==> src/rtl/spi_seq_pkg.sv <==
// spi_seq_pkg: shared types and constants for the SPI transaction sequencer.
//   state_t : sequencer FSM states
//   cmd_t   : queued command {slave, mode, data}
//   SS_*    : slave-select encodings (SS_NONE is the invalid select)
//   ERR_DATA: response byte returned on timeout or invalid select
package spi_seq_pkg;

    typedef enum logic [1:0] {
        IDLE,
        LOAD,
        WAIT_DONE,
        RESP
    } state_t;

    typedef struct packed {
        logic [1:0] slave;
        logic [1:0] mode;
        logic [7:0] data;
    } cmd_t;

    localparam logic [1:0] SS_NONE  = 2'b00;
    localparam logic [1:0] SS_I     = 2'b01;
    localparam logic [1:0] SS_II    = 2'b10;
    localparam logic [1:0] SS_III   = 2'b11;
    localparam logic [7:0] ERR_DATA = 8'hFF;

endpackage

==> src/rtl/spi_cmd_fifo.sv <==
// spi_cmd_fifo: command FIFO with show-ahead read data.
//   Clock, Reset   : clock, synchronous active-high reset (flushes pointers)
//   push, wr_data  : write a command (ignored when full)
//   pop            : consume the head entry (ignored when empty)
//   rd_data        : head entry, valid whenever !empty
//   full, empty    : occupancy flags
// DEPTH must be a power of two, >= 2, so the pointers wrap naturally.
module spi_cmd_fifo
    import spi_seq_pkg::*;
#(
    parameter int DEPTH = 4
) (
    input  logic Clock,
    input  logic Reset,
    input  logic push,
    input  cmd_t wr_data,
    input  logic pop,
    output cmd_t rd_data,
    output logic full,
    output logic empty
);

    localparam int AW = $clog2(DEPTH);

    cmd_t          mem [DEPTH];
    logic [AW-1:0] wr_ptr;
    logic [AW-1:0] rd_ptr;
    logic [AW:0]   count;
    logic          do_push;
    logic          do_pop;

    assign full    = (count == (AW+1)'(DEPTH));
    assign empty   = (count == '0);
    assign do_push = push & ~full;
    assign do_pop  = pop & ~empty;
    assign rd_data = mem[rd_ptr];

    always_ff @(posedge Clock) begin
        if (Reset) begin
            wr_ptr <= '0;
            rd_ptr <= '0;
            count  <= '0;
        end else begin
            if (do_push) wr_ptr <= wr_ptr + 1'b1;
            if (do_pop)  rd_ptr <= rd_ptr + 1'b1;
            case ({do_push, do_pop})
                2'b10:   count <= count + 1'b1;
                2'b01:   count <= count - 1'b1;
                default: count <= count;
            endcase
        end
    end

    // Storage needs no reset: the flushed pointers make stale entries unreachable.
    always_ff @(posedge Clock) begin
        if (do_push) mem[wr_ptr] <= wr_data;
    end

endmodule

==> src/rtl/spi_transaction_sequencer.sv <==
// spi_transaction_sequencer: queues byte transfers and drives the SPI master
// load/enable/done handshake, returning each received byte as a response.
//   Clock, Reset        : clock, synchronous active-high reset
//   Cmd_*               : valid/ready command port {slave, mode, data}
//   Rsp_*               : valid/ready response port {data, slave, error}
//   Busy                : FSM not idle or commands queued
//   Spi_*               : registered controls to / inputs from the SPI interface
// Optional build macro SPI_SEQ_STATS_EN adds Stat_Xfers / Stat_Errors
// (saturating counts of accepted responses and of error responses).
module spi_transaction_sequencer
    import spi_seq_pkg::*;
#(
    parameter int DEPTH          = 4,
    parameter int TIMEOUT_CYCLES = 64
) (
    input  logic       Clock,
    input  logic       Reset,
    input  logic       Cmd_Valid,
    output logic       Cmd_Ready,
    input  logic [1:0] Cmd_Slave,
    input  logic [1:0] Cmd_Mode,
    input  logic [7:0] Cmd_Data,
    output logic       Rsp_Valid,
    input  logic       Rsp_Ready,
    output logic [7:0] Rsp_Data,
    output logic [1:0] Rsp_Slave,
    output logic       Rsp_Error,
    output logic       Busy,
    output logic       Spi_Master_Reset,
    output logic       Spi_Load,
    output logic       Spi_Enable,
    output logic [1:0] Spi_Mode,
    output logic [1:0] Spi_Slave_Select,
    output logic [7:0] Spi_Tx_Data,
    input  logic       Spi_Done,
    input  logic [7:0] Spi_Rx_Data
`ifdef SPI_SEQ_STATS_EN
    ,
    output logic [15:0] Stat_Xfers,
    output logic [15:0] Stat_Errors
`endif
);

    localparam int TW = (TIMEOUT_CYCLES > 1) ? $clog2(TIMEOUT_CYCLES) : 1;

    state_t        state;
    state_t        state_nxt;
    cmd_t          cmd_in;
    cmd_t          head;
    logic          fifo_full;
    logic          fifo_empty;
    logic          fifo_pop;
    logic [TW-1:0] tcnt;
    logic          done_prev;
    logic          done_rise;
    logic          timeout_hit;
    logic          rst_d;

    assign cmd_in = '{slave: Cmd_Slave, mode: Cmd_Mode, data: Cmd_Data};

    spi_cmd_fifo #(.DEPTH(DEPTH)) u_fifo (
        .Clock   (Clock),
        .Reset   (Reset),
        .push    (Cmd_Valid),
        .wr_data (cmd_in),
        .pop     (fifo_pop),
        .rd_data (head),
        .full    (fifo_full),
        .empty   (fifo_empty)
    );

    assign Cmd_Ready   = ~fifo_full;
    assign Busy        = (state != IDLE) | ~fifo_empty;
    assign fifo_pop    = (state == IDLE) & ~fifo_empty & ~Rsp_Valid;
    // Only a fresh 0->1 transition completes; a level left over from the
    // previous transfer is ignored.
    assign done_rise   = Spi_Done & ~done_prev;
    assign timeout_hit = (tcnt == TW'(TIMEOUT_CYCLES - 1));

    always_ff @(posedge Clock) begin
        if (Reset) state <= IDLE;
        else       state <= state_nxt;
    end

    always_comb begin
        state_nxt = state;
        case (state)
            IDLE:      if (fifo_pop) state_nxt = (head.slave == SS_NONE) ? RESP : LOAD;
            LOAD:      state_nxt = WAIT_DONE;
            WAIT_DONE: if (done_rise || timeout_hit) state_nxt = RESP;
            RESP:      if (Rsp_Ready) state_nxt = IDLE;
            default:   state_nxt = IDLE;
        endcase
    end

    // Registered outputs and datapath.
    always_ff @(posedge Clock) begin
        if (Reset) begin
            tcnt             <= '0;
            done_prev        <= 1'b0;
            rst_d            <= 1'b1;
            Spi_Master_Reset <= 1'b1;
            Spi_Load         <= 1'b0;
            Spi_Enable       <= 1'b0;
            Spi_Mode         <= '0;
            Spi_Slave_Select <= '0;
            Spi_Tx_Data      <= '0;
            Rsp_Valid        <= 1'b0;
            Rsp_Data         <= '0;
            Rsp_Slave        <= '0;
            Rsp_Error        <= 1'b0;
        end else begin
            done_prev  <= Spi_Done;
            // rst_d stretches the master reset one cycle past the last reset edge;
            // a timeout (without a simultaneous completion) also pulses it.
            rst_d            <= 1'b0;
            Spi_Master_Reset <= rst_d | ((state == WAIT_DONE) & timeout_hit & ~done_rise);
            Spi_Load         <= (state_nxt == LOAD);
            Spi_Enable       <= (state_nxt == WAIT_DONE);
            Rsp_Valid        <= (state_nxt == RESP);

            if (state == LOAD)           tcnt <= '0;
            else if (state == WAIT_DONE) tcnt <= tcnt + 1'b1;

            if (fifo_pop) begin
                Rsp_Slave <= head.slave;
                if (head.slave == SS_NONE) begin
                    Rsp_Error <= 1'b1;
                    Rsp_Data  <= ERR_DATA;
                end else begin
                    Spi_Slave_Select <= head.slave;
                    Spi_Mode         <= head.mode;
                    Spi_Tx_Data      <= head.data;
                end
            end

            if (state == WAIT_DONE) begin
                if (done_rise) begin
                    Rsp_Data  <= Spi_Rx_Data;
                    Rsp_Error <= 1'b0;
                end else if (timeout_hit) begin
                    Rsp_Data  <= ERR_DATA;
                    Rsp_Error <= 1'b1;
                end
            end
        end
    end

`ifdef SPI_SEQ_STATS_EN
    logic rsp_hs;
    assign rsp_hs = (state == RESP) & Rsp_Valid & Rsp_Ready;

    always_ff @(posedge Clock) begin
        if (Reset) begin
            Stat_Xfers  <= '0;
            Stat_Errors <= '0;
        end else if (rsp_hs) begin
            if (Stat_Xfers != 16'hFFFF) Stat_Xfers <= Stat_Xfers + 1'b1;
            if (Rsp_Error && Stat_Errors != 16'hFFFF) Stat_Errors <= Stat_Errors + 1'b1;
        end
    end
`endif

endmodule

==> config.mk <==
export PLATFORM = sky130hd
export DESIGN_NAME = spi_transaction_sequencer
export DESIGN_NICKNAME = d
export VERILOG_FILES = /design/src/rtl/spi_seq_pkg.sv /design/src/rtl/spi_cmd_fifo.sv /design/src/rtl/spi_transaction_sequencer.sv
export SDC_FILE = /design/constraint.sdc
export NUM_CORES = 1
export LEC_CHECK = 0
export BUFFER_PORTS_ARGS = -buffer_cell sky130_fd_sc_hd__buf_2
export CORE_ASPECT_RATIO = 0.75
export CORE_MARGIN = 2
export CORE_UTILIZATION = 50
export DETAILED_ROUTE_END_ITERATION = 10
export PLACE_DENSITY = 0.71
export SLEW_MARGIN = 40
export SYNTH_ARGS = -nofsm -noshare
export SYNTH_HDL_FRONTEND = slang
export SYNTH_SLANG_ARGS = --single-unit
export TNS_END_PERCENT = 50
==> constraint.sdc <==
create_clock -name Clock -period 3.5 [get_ports Clock]
set_clock_uncertainty 0.2 [all_clocks]
set_input_delay 0.175 -clock Clock [delete_from_list [all_inputs] [get_ports Clock]]
set_output_delay 0.175 -clock Clock [all_outputs]
set_load 0.02 [all_outputs]
==> reports/results.txt, run 1 <==
Setup crit start: state[0]$_SDFF_PP0_
Sequential area share after synthesis: 61.6%
CTS tree: built
Clock root buffer: clkbuf_8
Critical path class: flop to flop
Post-synth EDFFs: 48
Fmax: 0.369 GHz
R2R setup slack: 0.79 ns
Die area: 8400 µm²
Post-synth top area share: 37.6%
Crit-path leading delay family: simple AND/OR/NAND/NOR gates
First-pass GRT wire length: 11800 µm
GR Layer Usage met1: 24.3%
# IOs: 54
Worst-margin pin slew: 0.695 ns
DP HPWL: 4850 µm
Worst Path Arrival: 2.80 ns
Grt ovf: 0
Critical path depth in cells: 8
Routed via count: 2467
PD cells: 752 nW/µm²
Worst-Skew Late Latency: 0.35 ns
Total Routing Usage GR: 18.7%
Hold Crit Class: input pin to flop
P&R area growth vs syn: 19.4%
Synth async-reset ratio: 0%
Final core utilization: 61.9%
Switching pwr: 1.22 mW
Max-capacitance violation count: 0
CP startpoint kind: flop
Placer congestion estimate: 0.792
Final min period: 2.71 ns
Cell type with the largest total area after synthesis: edfxtp_1
CP max-delay cell: or3_1
DR pass1 iterations: 4
P_int: 2.23 mW
Relative slew margins: 52.5%
Cell Area, Synth: 3840 µm²
Final Setup Violations: 0
CP endpoint: u_fifo.count[2]$_SDFFE_PP0P_
Post-DRT Antenna Nets: 0
ANT cells: 0
Status: finished, final reports clean
WL/cell: 15.7 µm
Count leader, synth: edfxtp_1
Area post-placement: 4180 µm²
Vias in the first global route: 2380
Synthesis Warnings: 0
Dpl cells: 429
Routed WL: 7340 µm
Total power draw: 3.45 mW
CP max stage delay: 0.55 ns
Synth cell types: 44
Sw Ratio: 35.4%
Rows: 27
CTS buffer count: 9
Sink Count: 94
Initial antenna violation count: 0
Comb pwr share: 36.4%
CP dominant cell by count: or3_1
Met2 Use GR: 30.7%
RSZ-0062 raised after global routing: no
Post-Synthesis Net Count: 320
Peak supply drop: 295 µV
Clock buffer depth: 2
Worst R2R End: u_fifo.count[2]$_SDFFE_PP0P_
Synth Instances: 288
Reg2reg path depth: 8
Synth Register Bits: 94
Final Non-Filler Cells: 467
Syn avg cell area: 13.3 µm²
Post-CTS setup buffer count: 0
Tcrit/Tclk final: 77.5%
Crit end category: flop
Ranking of synthesized cells by area: edfxtp_1, dfxtp_1, mux4_2
Final hold vios: 0
# H-tree levels: 3
I/O Buffers: 53
Sequential share of power: 44.7%
Vias per cell: 5.28
GR met3 Demand/Resource: 5.39%
Worst path buffer plus inverter count: 1
Layout cells sized above 1: 27.0%
CP max FO: 19
# fillers: 572
GRT busiest layer: met2
Nets: 393
Final instance area: 4580 µm²
Setup tns final: 0 ns
Slew Viols, Final: 0
Starting density of the core: 51.9%
Leak: 1.74 nW
Clock power share: 18.8%
Die X: 105 µm
Post-synth top cells: edfxtp_1, dfxtp_1, nand2b_1
Number of remaining DRC errors: 0
Largest net degree at the start of global routing: 54
FF-to-FF Start: state[0]$_SDFF_PP0_
Worst path required time: 3.58 ns
Most used DFF post-synth: edfxtp_1
Core Footprint: 7400 µm²
DR iter-0 viols: 102
Critical path cell sequence: or3_1 > nor2_1 > ha_1 > inv_1 > fa_1 > xor2_1 > or3_1 > a21oi_1
Die H: 79.9 µm
Clock Pin Slew Worst Setup and Hold Paths: 0.09 ns
-- sequential cells by signal (all words and copies together), names as in the netlist, 3 cells and up, named ones only --
register      cells
Spi_Tx_Data       8
Rsp_Data          8
u_fifo.count      3
u_fifo.mem       48
tcnt              6
-- worst register-to-register path, stage by stage (launching register included) --
cell and delay (ns):
dfxtp_1 0.49, or3_1 0.55, nor2_1 0.16, ha_1 0.20
inv_1 0.06, fa_1 0.37, xor2_1 0.17, or3_1 0.30
a21oi_1 0.15
-- area by class of cell --
type / count / area, µm² / area share [%]
sequential: 94 / 2360 / 51.5
multi-input combinational: 157 / 1320 / 28.7
timing repair buffer: 80 / 526 / 11.5
clock buffer: 12 / 159 / 3.47
tap: 101 / 126 / 2.76
inverter: 19 / 71.3 / 1.56
clock inverter: 4 / 21.3 / 0.464
-- power groups by stage --
stage               Clock [mW]  Combinational (mW)  Sequential (mW)
finish                   0.649                1.26             1.54
global placement             0                1.21             1.55
global route             0.715                1.38             1.58
detailed placement           0                1.25             1.57
CTS                      0.663                1.27             1.55
floorplan                    0               0.794             1.66
-- what timing repair did --
item	CTS	global route
hold buffers	22	0
resized for setup	0	0
hold endpoints to repair	60	0
setup endpoints to repair	0	0
-- cell families (layout without fill, tap and decap cells) --
| kind of cell | count (synthesis) | after routing | synth area share [%] |
|---|---|---|---|
| mux | 22 | 22 | 9.65 |
| compound gates | 50 | 50 | 10.1 |
| buf+inv | 37 | 115 | 4.11 |
| xor+xnor | 3 | 3 | 0.685 |
| flops | 94 | 94 | 61.6 |
| fa+ha+maj | 7 | 7 | 2.48 |
| simple gates | 75 | 75 | 11.4 |
-- layer usage --
layer	routed length [µm]	part of all wire, %
met4	68	0.93
met2	3590	49
met1	3340	45
met5	0	0
met3	343	4.7
-- cell usage in the layout (no fill, tap or decap), types with 5 or more instances in the layout --
cell	instances
buf_2	52
mux4_2	12
dlygate4sd3_1	22
o21ai_0	7
dfxtp_1	46
mux2i_1	10
nor2_1	15
nand2_1	5
buf_4	6
ha_1	6
nand3_1	6
a311oi_2	8
edfxtp_1	48
inv_1	20
a21oi_1	19
nand2b_1	21
clkbuf_8	9
-- worst min path at each step --
stage	from	end	slack (ns)	cells after the start
after global routing	Reset	rst_d$_DFF_P_	0.03	1
after CTS	Reset	rst_d$_DFF_P_	0.03	1
after detailed placement	Cmd_Data[7]	u_fifo.mem[2][7]$_DFFE_PP_	0.20	1
final	Reset	rst_d$_DFF_P_	0.02	1
after floorplan	Reset	rst_d$_DFF_P_	0.003	0
after global placement	Cmd_Data[4]	u_fifo.mem[2][4]$_DFFE_PP_	0.19	1
-- stage by stage --
stage / setup WS, ns / hold slack (ns)
3_5_place_dp: 0.813 / 0.199
5_1_grt: 0.605 / 0.0344
3_3_place_gp: 0.909 / 0.190
4_1_cts: 0.786 / 0.0250
6_report: 0.786 / 0.0221
2_1_floorplan: 0.921 / 0.00272
(Power assumes the default switching activity.)
==> run 2, diff against run 1 <==
--- a/config.mk
+++ b/config.mk
@@ -10,7 +10,7 @@
 export CORE_MARGIN = 2
 export CORE_UTILIZATION = 50
 export DETAILED_ROUTE_END_ITERATION = 10
-export PLACE_DENSITY = 0.71
+export PLACE_DENSITY = 0.74
 export SLEW_MARGIN = 40
 export SYNTH_ARGS = -nofsm -noshare
 export SYNTH_HDL_FRONTEND = slang
==> constraint.sdc (replaced) <==
create_clock -name Clock -period 2.3 [get_ports Clock]
set_clock_uncertainty 0.2 [all_clocks]
set_input_delay 0.115 -clock Clock [delete_from_list [all_inputs] [get_ports Clock]]
set_output_delay 0.115 -clock Clock [all_outputs]
set_load 0.02 [all_outputs]
==> run 2 against run 1 <==
Against the previous run: final cell count rose by 3.9%; worst hold slack improved by 0.22 ns; die area did not move; non-clock buffer count rose by 18; worst setup slack got worse by 0.74 ns; critical path depth did not move; design area rose by 3.8%; clock-buffer cell count fell by 2; sequential cell count did not move; fmax rose by 20%; global-route usage fell by 0.90 points; sequential power rose by 47%; critical path type unchanged.
==> reports/results.txt, run 2 (same netlist as run 1, synthesis figures left out) <==
Status: finished, final reports clean (unchanged)
Total power draw: 5.46 mW (was 3.45 mW)
Final Non-Filler Cells: 485 (was 467)
Vias in the first global route: 2409 (was 2380)
Die area: 8400 µm² (unchanged)
Number of remaining DRC errors: 0 (unchanged)
CTS buffer count: 9 (unchanged)
Area post-placement: 4300 µm² (was 4180 µm²)
Initial antenna violation count: 0 (unchanged)
Core Footprint: 7400 µm² (unchanged)
Met2 Use GR: 28.1% (was 30.7%)
Final min period: 2.26 ns (was 2.71 ns)
Final WS setup: 0.0420 ns (was 0.786 ns)
DR pass1 iterations: 4 (unchanged)
Relative slew margins: 61.4% (was 52.5%)
Routed WL: 6970 µm (was 7340 µm)
Largest register FFs: 48 (unchanged)
Hold Path End: Spi_Master_Reset$_SDFF_PP1_ (was rst_d$_DFF_P_)
Total Routing Usage GR: 17.8% (was 18.7%)
Final Setup Violations: 0 (unchanged)
Hold_sp: rst_d$_DFF_P_ (was Reset)
Fmax: 0.443 GHz (was 0.369 GHz)
I/O Buffers: 53 (unchanged)
First-pass GRT wire length: 11600 µm (was 11800 µm)
ANT cells: 0 (unchanged)
Layout cells sized above 1: 31.5% (was 27.0%)
FF-to-FF Start: state[0]$_SDFF_PP0_ (unchanged)
Commonest non-fill, non-tap cells in the layout: buf_2, edfxtp_1, dfxtp_1 (unchanged)
Biggest regs: u_fifo.mem (48), Rsp_Data (8), Spi_Tx_Data (8) (unchanged)
Nets: 411 (was 393)
Worst-margin pin slew: 0.580 ns (was 0.695 ns)
DR iter-0 viols: 94 (was 102)
Critical path class: flop to flop (unchanged)
Hold Crit Class: flop to flop (was input pin to flop)
Most common cell after layout, fill and taps aside: buf_2 (unchanged)
GRT busiest layer: met2 (unchanged)
P&R area growth vs syn: 24.0% (was 19.4%)
CP max FO: 2 (was 19)
Final instance area: 4760 µm² (was 4580 µm²)
Clock Pin Slew Worst Setup and Hold Paths: 0.09 ns (about the same)
DP HPWL: 4790 µm (was 4850 µm)
Vias per cell: 5.14 (was 5.28)
Worst path buffer plus inverter count: 1 (unchanged)
Final hold vios: 0 (unchanged)
CP max stage delay: 0.41 ns (was 0.55 ns)
R2R setup slack: 0.04 ns (was 0.79 ns)
# fillers: 565 (was 572)
# H-tree levels: 3 (unchanged)
Worst Path Arrival: 2.34 ns (was 2.80 ns)
Starting density of the core: 51.9% (unchanged)
# IOs: 54 (unchanged)
CP max-delay cell: or3_4 (was or3_1)
Die H: 79.9 µm (unchanged)
GR met3 Demand/Resource: 4.33% (was 5.39%)
Routed via count: 2491 (was 2467)
Dpl cells: 444 (was 429)
Largest net degree at the start of global routing: 38 (was 54)
CP startpoint kind: flop (unchanged)
Slew Viols, Final: 0 (unchanged)
GR Layer Usage met1: 24.4% (was 24.3%)
WL/cell: 14.4 µm (was 15.7 µm)
PD cells: 1150 nW/µm² (was 752 nW/µm²)
Rows: 27 (unchanged)
Hold Crit Depth: 2 (was 1)
Peak supply drop: 443 µV (was 295 µV)
Dpl ws: 0.00110 ns (was 0.813 ns)
Reg2reg path depth: 8 (unchanged)
Crit-path leading delay family: simple AND/OR/NAND/NOR gates (unchanged)
Leak: 1.83 nW (was 1.74 nW)
Worst R2R End: u_fifo.count[2]$_SDFFE_PP0P_ (unchanged)
Critical path cell sequence: or3_4 > nor2_4 > ha_2 > inv_1 > fa_2 > xor2_1 > or3_1 > a21oi_2 (was or3_1 > nor2_1 > ha_1 > inv_1 > fa_1 > xor2_1 > or3_1 > a21oi_1)
Clock root buffer: clkbuf_8 (unchanged)
Sink Count: 94 (unchanged)
Worst path required time: 2.38 ns (was 3.58 ns)
Biggest register: u_fifo.mem (unchanged)
Max-capacitance violation count: 0 (unchanged)
Post-DRT Antenna Nets: 0 (unchanged)
RSZ-0062 raised after global routing: yes (was no)
Clock buffer depth: 2 (unchanged)
Final core utilization: 64.3% (was 61.9%)
Placer congestion estimate: 0.757 (was 0.792)
Worst-Skew Late Latency: 0.35 ns (about the same)
Tcrit/Tclk final: 98.2% (was 77.5%)
Crit end category: flop (unchanged)
Grt ovf: 0 (unchanged)
Die X: 105 µm (unchanged)
CTS tree: built (unchanged)
[run 2: cell count changes in the layout (fill, tap and decap cells not counted), moves of 2 or more]
cell	before	now
buf_4	6	21
clkbuf_2	2	0
dfxtp_1	46	44
dfxtp_2	0	2
dlygate4sd3_1	22	24
[run 2: layer usage]
layer | vias to the layer above | share of wire (%) | wire length [µm]
met5 | - | 0 | 0
met4 | 0 | 1.3 | 88
met3 | 11 | 4.1 | 285
met2 | 57 | 46 | 3230
met1 | 1184 | 48 | 3370
li1 | 1239 | - | -
[run 2: timing repair]
item | in CTS | in global routing
hold buffers | 24 | 0
pin swaps | 0 | 1
setup buffers | 0 | 1
endpoints found under the setup margin | 1 | 10
hold endpoints to repair | 63 | 0
gates resized for setup | 1 | 3
[run 2: where the power goes]
part,switching [mW],internal (mW),leakage (nW)
registers,0.160,2.11,0.818
clock network,0.535,0.499,0.0899
logic,1.21,0.950,0.918
[run 2: how the worst max path moves through the flow]
| stage | startpoint | end | depth (start not counted) |
|---|---|---|---|
| floorplan | state[0]$_SDFF_PP0_ | u_fifo.count[2]$_SDFFE_PP0P_ | 10 |
| global placement | state[0]$_SDFF_PP0_ | u_fifo.count[2]$_SDFFE_PP0P_ | 8 |
| detailed placement | state[0]$_SDFF_PP0_ | u_fifo.count[2]$_SDFFE_PP0P_ | 8 |
| CTS | u_fifo.count[2]$_SDFFE_PP0P_ | u_fifo.count[2]$_SDFFE_PP0P_ | 8 |
| global route | state[0]$_SDFF_PP0_ | u_fifo.count[2]$_SDFFE_PP0P_ | 8 |
| finish | state[0]$_SDFF_PP0_ | u_fifo.count[2]$_SDFFE_PP0P_ | 8 |
[run 2: tightest hold or removal path, stage by stage (launching register included)]
cell,delay (ns)
dfxtp_1,0.32
nor2_1,0.04
o21ai_0,0.05
[run 2: per-stage QoR]
stage / setup TNS (ns) / hold slack [ns]
after floorplan: -0.0696 / -0.0573
after global placement: 0 / 0.131
after detailed placement: 0 / 0.134
after CTS: 0 / 0.244
after global routing: -0.0464 / 0.265
final: 0 / 0.238
[run 2: cell type report]
class / instances / area, µm² / area share [%]
tap: 101 / 126 / 2.66
timing repair buffer: 98 / 663 / 13.9
clock buffer: 10 / 128 / 2.68
inverter: 19 / 71.3 / 1.50
clock inverter: 6 / 62.6 / 1.32
sequential: 94 / 2360 / 49.7
multi-input combinational: 157 / 1340 / 28.2
==> run 3, diff against run 2 <==
--- a/config.mk
+++ b/config.mk
@@ -7,8 +7,9 @@
 export LEC_CHECK = 0
 export BUFFER_PORTS_ARGS = -buffer_cell sky130_fd_sc_hd__buf_2
 export CORE_ASPECT_RATIO = 0.75
-export CORE_MARGIN = 2
+export CORE_MARGIN = 10
 export CORE_UTILIZATION = 50
+export CTS_BUF_LIST = sky130_fd_sc_hd__clkbuf_2
 export DETAILED_ROUTE_END_ITERATION = 10
 export PLACE_DENSITY = 0.74
 export SLEW_MARGIN = 40
==> run 3 against run 2 <==
Against the previous run: sequential share of layout area up 0.26 points; power down 1.3%; die area up 38%; sequential cell count is the same; global-route usage fell by 4.6 points; via count rose by 0.80%; sequential power about the same; critical path type unchanged; largest cell class unchanged; highest routed layer unchanged.
==> reports/results.txt, run 3 (same netlist as run 1, synthesis figures left out) <==
Die H: 95.9 µm (was 79.9 µm)
Sink Count: 94 (unchanged)
Setup crit start: state[1]$_SDFF_PP0_ (was state[0]$_SDFF_PP0_)
Number of remaining DRC errors: 0 (unchanged)
Peak supply drop: 571 µV (was 443 µV)
# fillers: 551 (was 565)
DR pass1 iterations: 4 (unchanged)
Nets: 414 (was 411)
Worst-Skew Late Latency: 0.52 ns (was 0.35 ns)
Biggest regs: u_fifo.mem (48), Rsp_Data (8), Spi_Tx_Data (8) (unchanged)
CP max stage delay: 0.41 ns (about the same)
Dpl cells: 443 (was 444)
Most common cell after layout, fill and taps aside: buf_2 (unchanged)
Total Routing Usage GR: 13.2% (was 17.8%)
PD cells: 1140 nW/µm² (was 1150 nW/µm²)
Hold Crit Depth: 2 (unchanged)
Worst R2R End: u_fifo.count[2]$_SDFFE_PP0P_ (unchanged)
Slew Viols, Final: 0 (unchanged)
Total area of sequential cells: 2370 µm² (was 2360 µm²)
Final Setup Violations: 0 (unchanged)
Final hold vios: 0 (unchanged)
CP endpoint: u_fifo.count[2]$_SDFFE_PP0P_ (unchanged)
Area occupied by multi-input gates: 1350 µm² (was 1340 µm²)
Area post-placement: 4300 µm² (about the same)
WL/cell: 15.3 µm (was 14.4 µm)
First-pass GRT wire length: 12200 µm (was 11600 µm)
Core Footprint: 7400 µm² (unchanged)
Reg2reg path depth: 8 (unchanged)
Worst Path Arrival: 2.54 ns (was 2.34 ns)
Layout cells sized above 1: 33.3% (was 31.5%)
Worst path required time: 2.56 ns (was 2.38 ns)
R2R setup slack: 0.02 ns (was 0.04 ns)
Final Non-Filler Cells: 489 (was 485)
Post-DRT Antenna Nets: 0 (unchanged)
Clock root buffer: clkbuf_2 (was clkbuf_8)
Total power draw: 5.39 mW (was 5.46 mW)
Initial antenna violation count: 0 (unchanged)
Rows: 27 (unchanged)
CP startpoint kind: flop (unchanged)
Routed WL: 7500 µm (was 6970 µm)
Biggest register: u_fifo.mem (unchanged)
Fmax: 0.439 GHz (was 0.443 GHz)
Vias in the first global route: 2474 (was 2409)
Final min period: 2.28 ns (was 2.26 ns)
Critical path class: flop to flop (unchanged)
Routed via count: 2511 (was 2491)
Final instance area: 4750 µm² (was 4760 µm²)
Relative slew margins: 52.1% (was 61.4%)
Max-capacitance violation count: 0 (unchanged)
Starting density of the core: 51.9% (unchanged)
Min Hold Slack: 0.123 ns (was 0.238 ns)
I/O Buffers: 53 (unchanged)
Clock buffer depth: 2 (unchanged)
Tcrit/Tclk final: 99.1% (was 98.2%)
Largest net degree at the start of global routing: 41 (was 38)
Hold Crit Class: input pin to flop (was flop to flop)
CTS tree: built (unchanged)
Worst-margin pin slew: 0.719 ns (was 0.580 ns)
Clock Pin Slew Worst Setup and Hold Paths: 0.24 ns (was 0.09 ns)
DP HPWL: 5080 µm (was 4790 µm)
Crit-path leading delay family: simple AND/OR/NAND/NOR gates (unchanged)
Leak: 1.84 nW (was 1.83 nW)
Die X: 121 µm (was 105 µm)
Largest register FFs: 48 (unchanged)
Final core utilization: 64.2% (was 64.3%)
Die area: 11600 µm² (was 8400 µm²)
Grt ovf: 0 (unchanged)
# IOs: 54 (unchanged)
P&R area growth vs syn: 23.7% (was 24.0%)
RSZ-0062 raised after global routing: yes (unchanged)
Status: finished, final reports clean (unchanged)
CP max FO: 2 (unchanged)
Worst path buffer plus inverter count: 1 (unchanged)
FF-to-FF Start: state[1]$_SDFF_PP0_ (was state[0]$_SDFF_PP0_)
# H-tree levels: 3 (unchanged)
CP max-delay cell: or3_4 (unchanged)
Crit end category: flop (unchanged)
Placer congestion estimate: 0.792 (was 0.757)
Critical path cell sequence: or3_4 > nor2_4 > ha_4 > inv_1 > fa_2 > xor2_1 > or3_1 > a21oi_1 (was or3_4 > nor2_4 > ha_2 > inv_1 > fa_2 > xor2_1 > or3_1 > a21oi_2)
Commonest non-fill, non-tap cells in the layout: buf_2, edfxtp_1, dfxtp_1 (unchanged)
DR iter-0 viols: 150 (was 94)
Vias per cell: 5.13 (was 5.14)
Critical path depth in cells: 8 (unchanged)
CTS buffer count: 9 (unchanged)
run 3: routing by layer:
layer / track usage (%) / routed length [µm] / up-vias
li1: - / - / 1248
met4: 3.27 / 36 / 0
met1: 17.1 / 3440 / 1219
met2: 20.9 / 3650 / 40
met5: 0 / 0 / -
met3: 4.68 / 371 / 4
run 3: worst reg2reg max path, delay by kind of cell, from the launching register on:
family	cells	cell delay (ns)
AND/OR/NAND/NOR	3	0.83
buffers and inverters	1	0.04
adder cells (fa/ha/maj)	2	0.46
AO/OA/AOI/OAI	1	0.14
flip-flops	1	0.37
XOR/XNOR	1	0.17
run 3: cell type report:
type	count	share of cell area [%]
diodes	1	0.0527
clock buffers	10	1.05
clock inverters	6	1.79
inverters	19	1.50
multi-input cells	157	28.5
flip-flops and latches	94	50.0
well taps	101	2.66
repair buffers	101	14.5
run 3: repair_timing:
item | 4_1_cts | 5_1_grt
endpoints found under the hold margin | 73 | 0
hold buffers | 25 | 0
resized for setup | 2 | 9
buffers inserted | 1 | 3
pin swaps | 1 | 3
endpoints found under the setup margin | 1 | 6
cloned | 0 | 0
run 3: worst min path at each step:
stage                start                         end  slack (ns)
4_1_cts        Cmd_Data[2]  u_fifo.mem[3][2]$_DFFE_PP_         0.1
3_3_place_gp   Cmd_Data[2]  u_fifo.mem[2][2]$_DFFE_PP_        0.13
2_1_floorplan        Reset               rst_d$_DFF_P_       -0.06
6_report       Cmd_Mode[1]  u_fifo.mem[2][9]$_DFFE_PP_        0.12
5_1_grt        Cmd_Data[2]  u_fifo.mem[2][2]$_DFFE_PP_        0.05
3_5_place_dp   Cmd_Data[2]  u_fifo.mem[2][2]$_DFFE_PP_        0.13
run 3: power by group:
part | internal, mW | leakage, nW | switching, mW
registers | 2.11 | 0.819 | 0.160
logic | 0.990 | 0.936 | 1.24
clock network | 0.366 | 0.0866 | 0.527
total | 3.47 | 1.84 | 1.93
run 3: stage by stage:
stage,setup TNS [ns],setup slack (ns)
2_1_floorplan,-0.0696,-0.0696
3_3_place_gp,0,0.0778
3_5_place_dp,0,0.0448
4_1_cts,0,0.00776
5_1_grt,-0.0659,-0.0659
6_report,0,0.0199
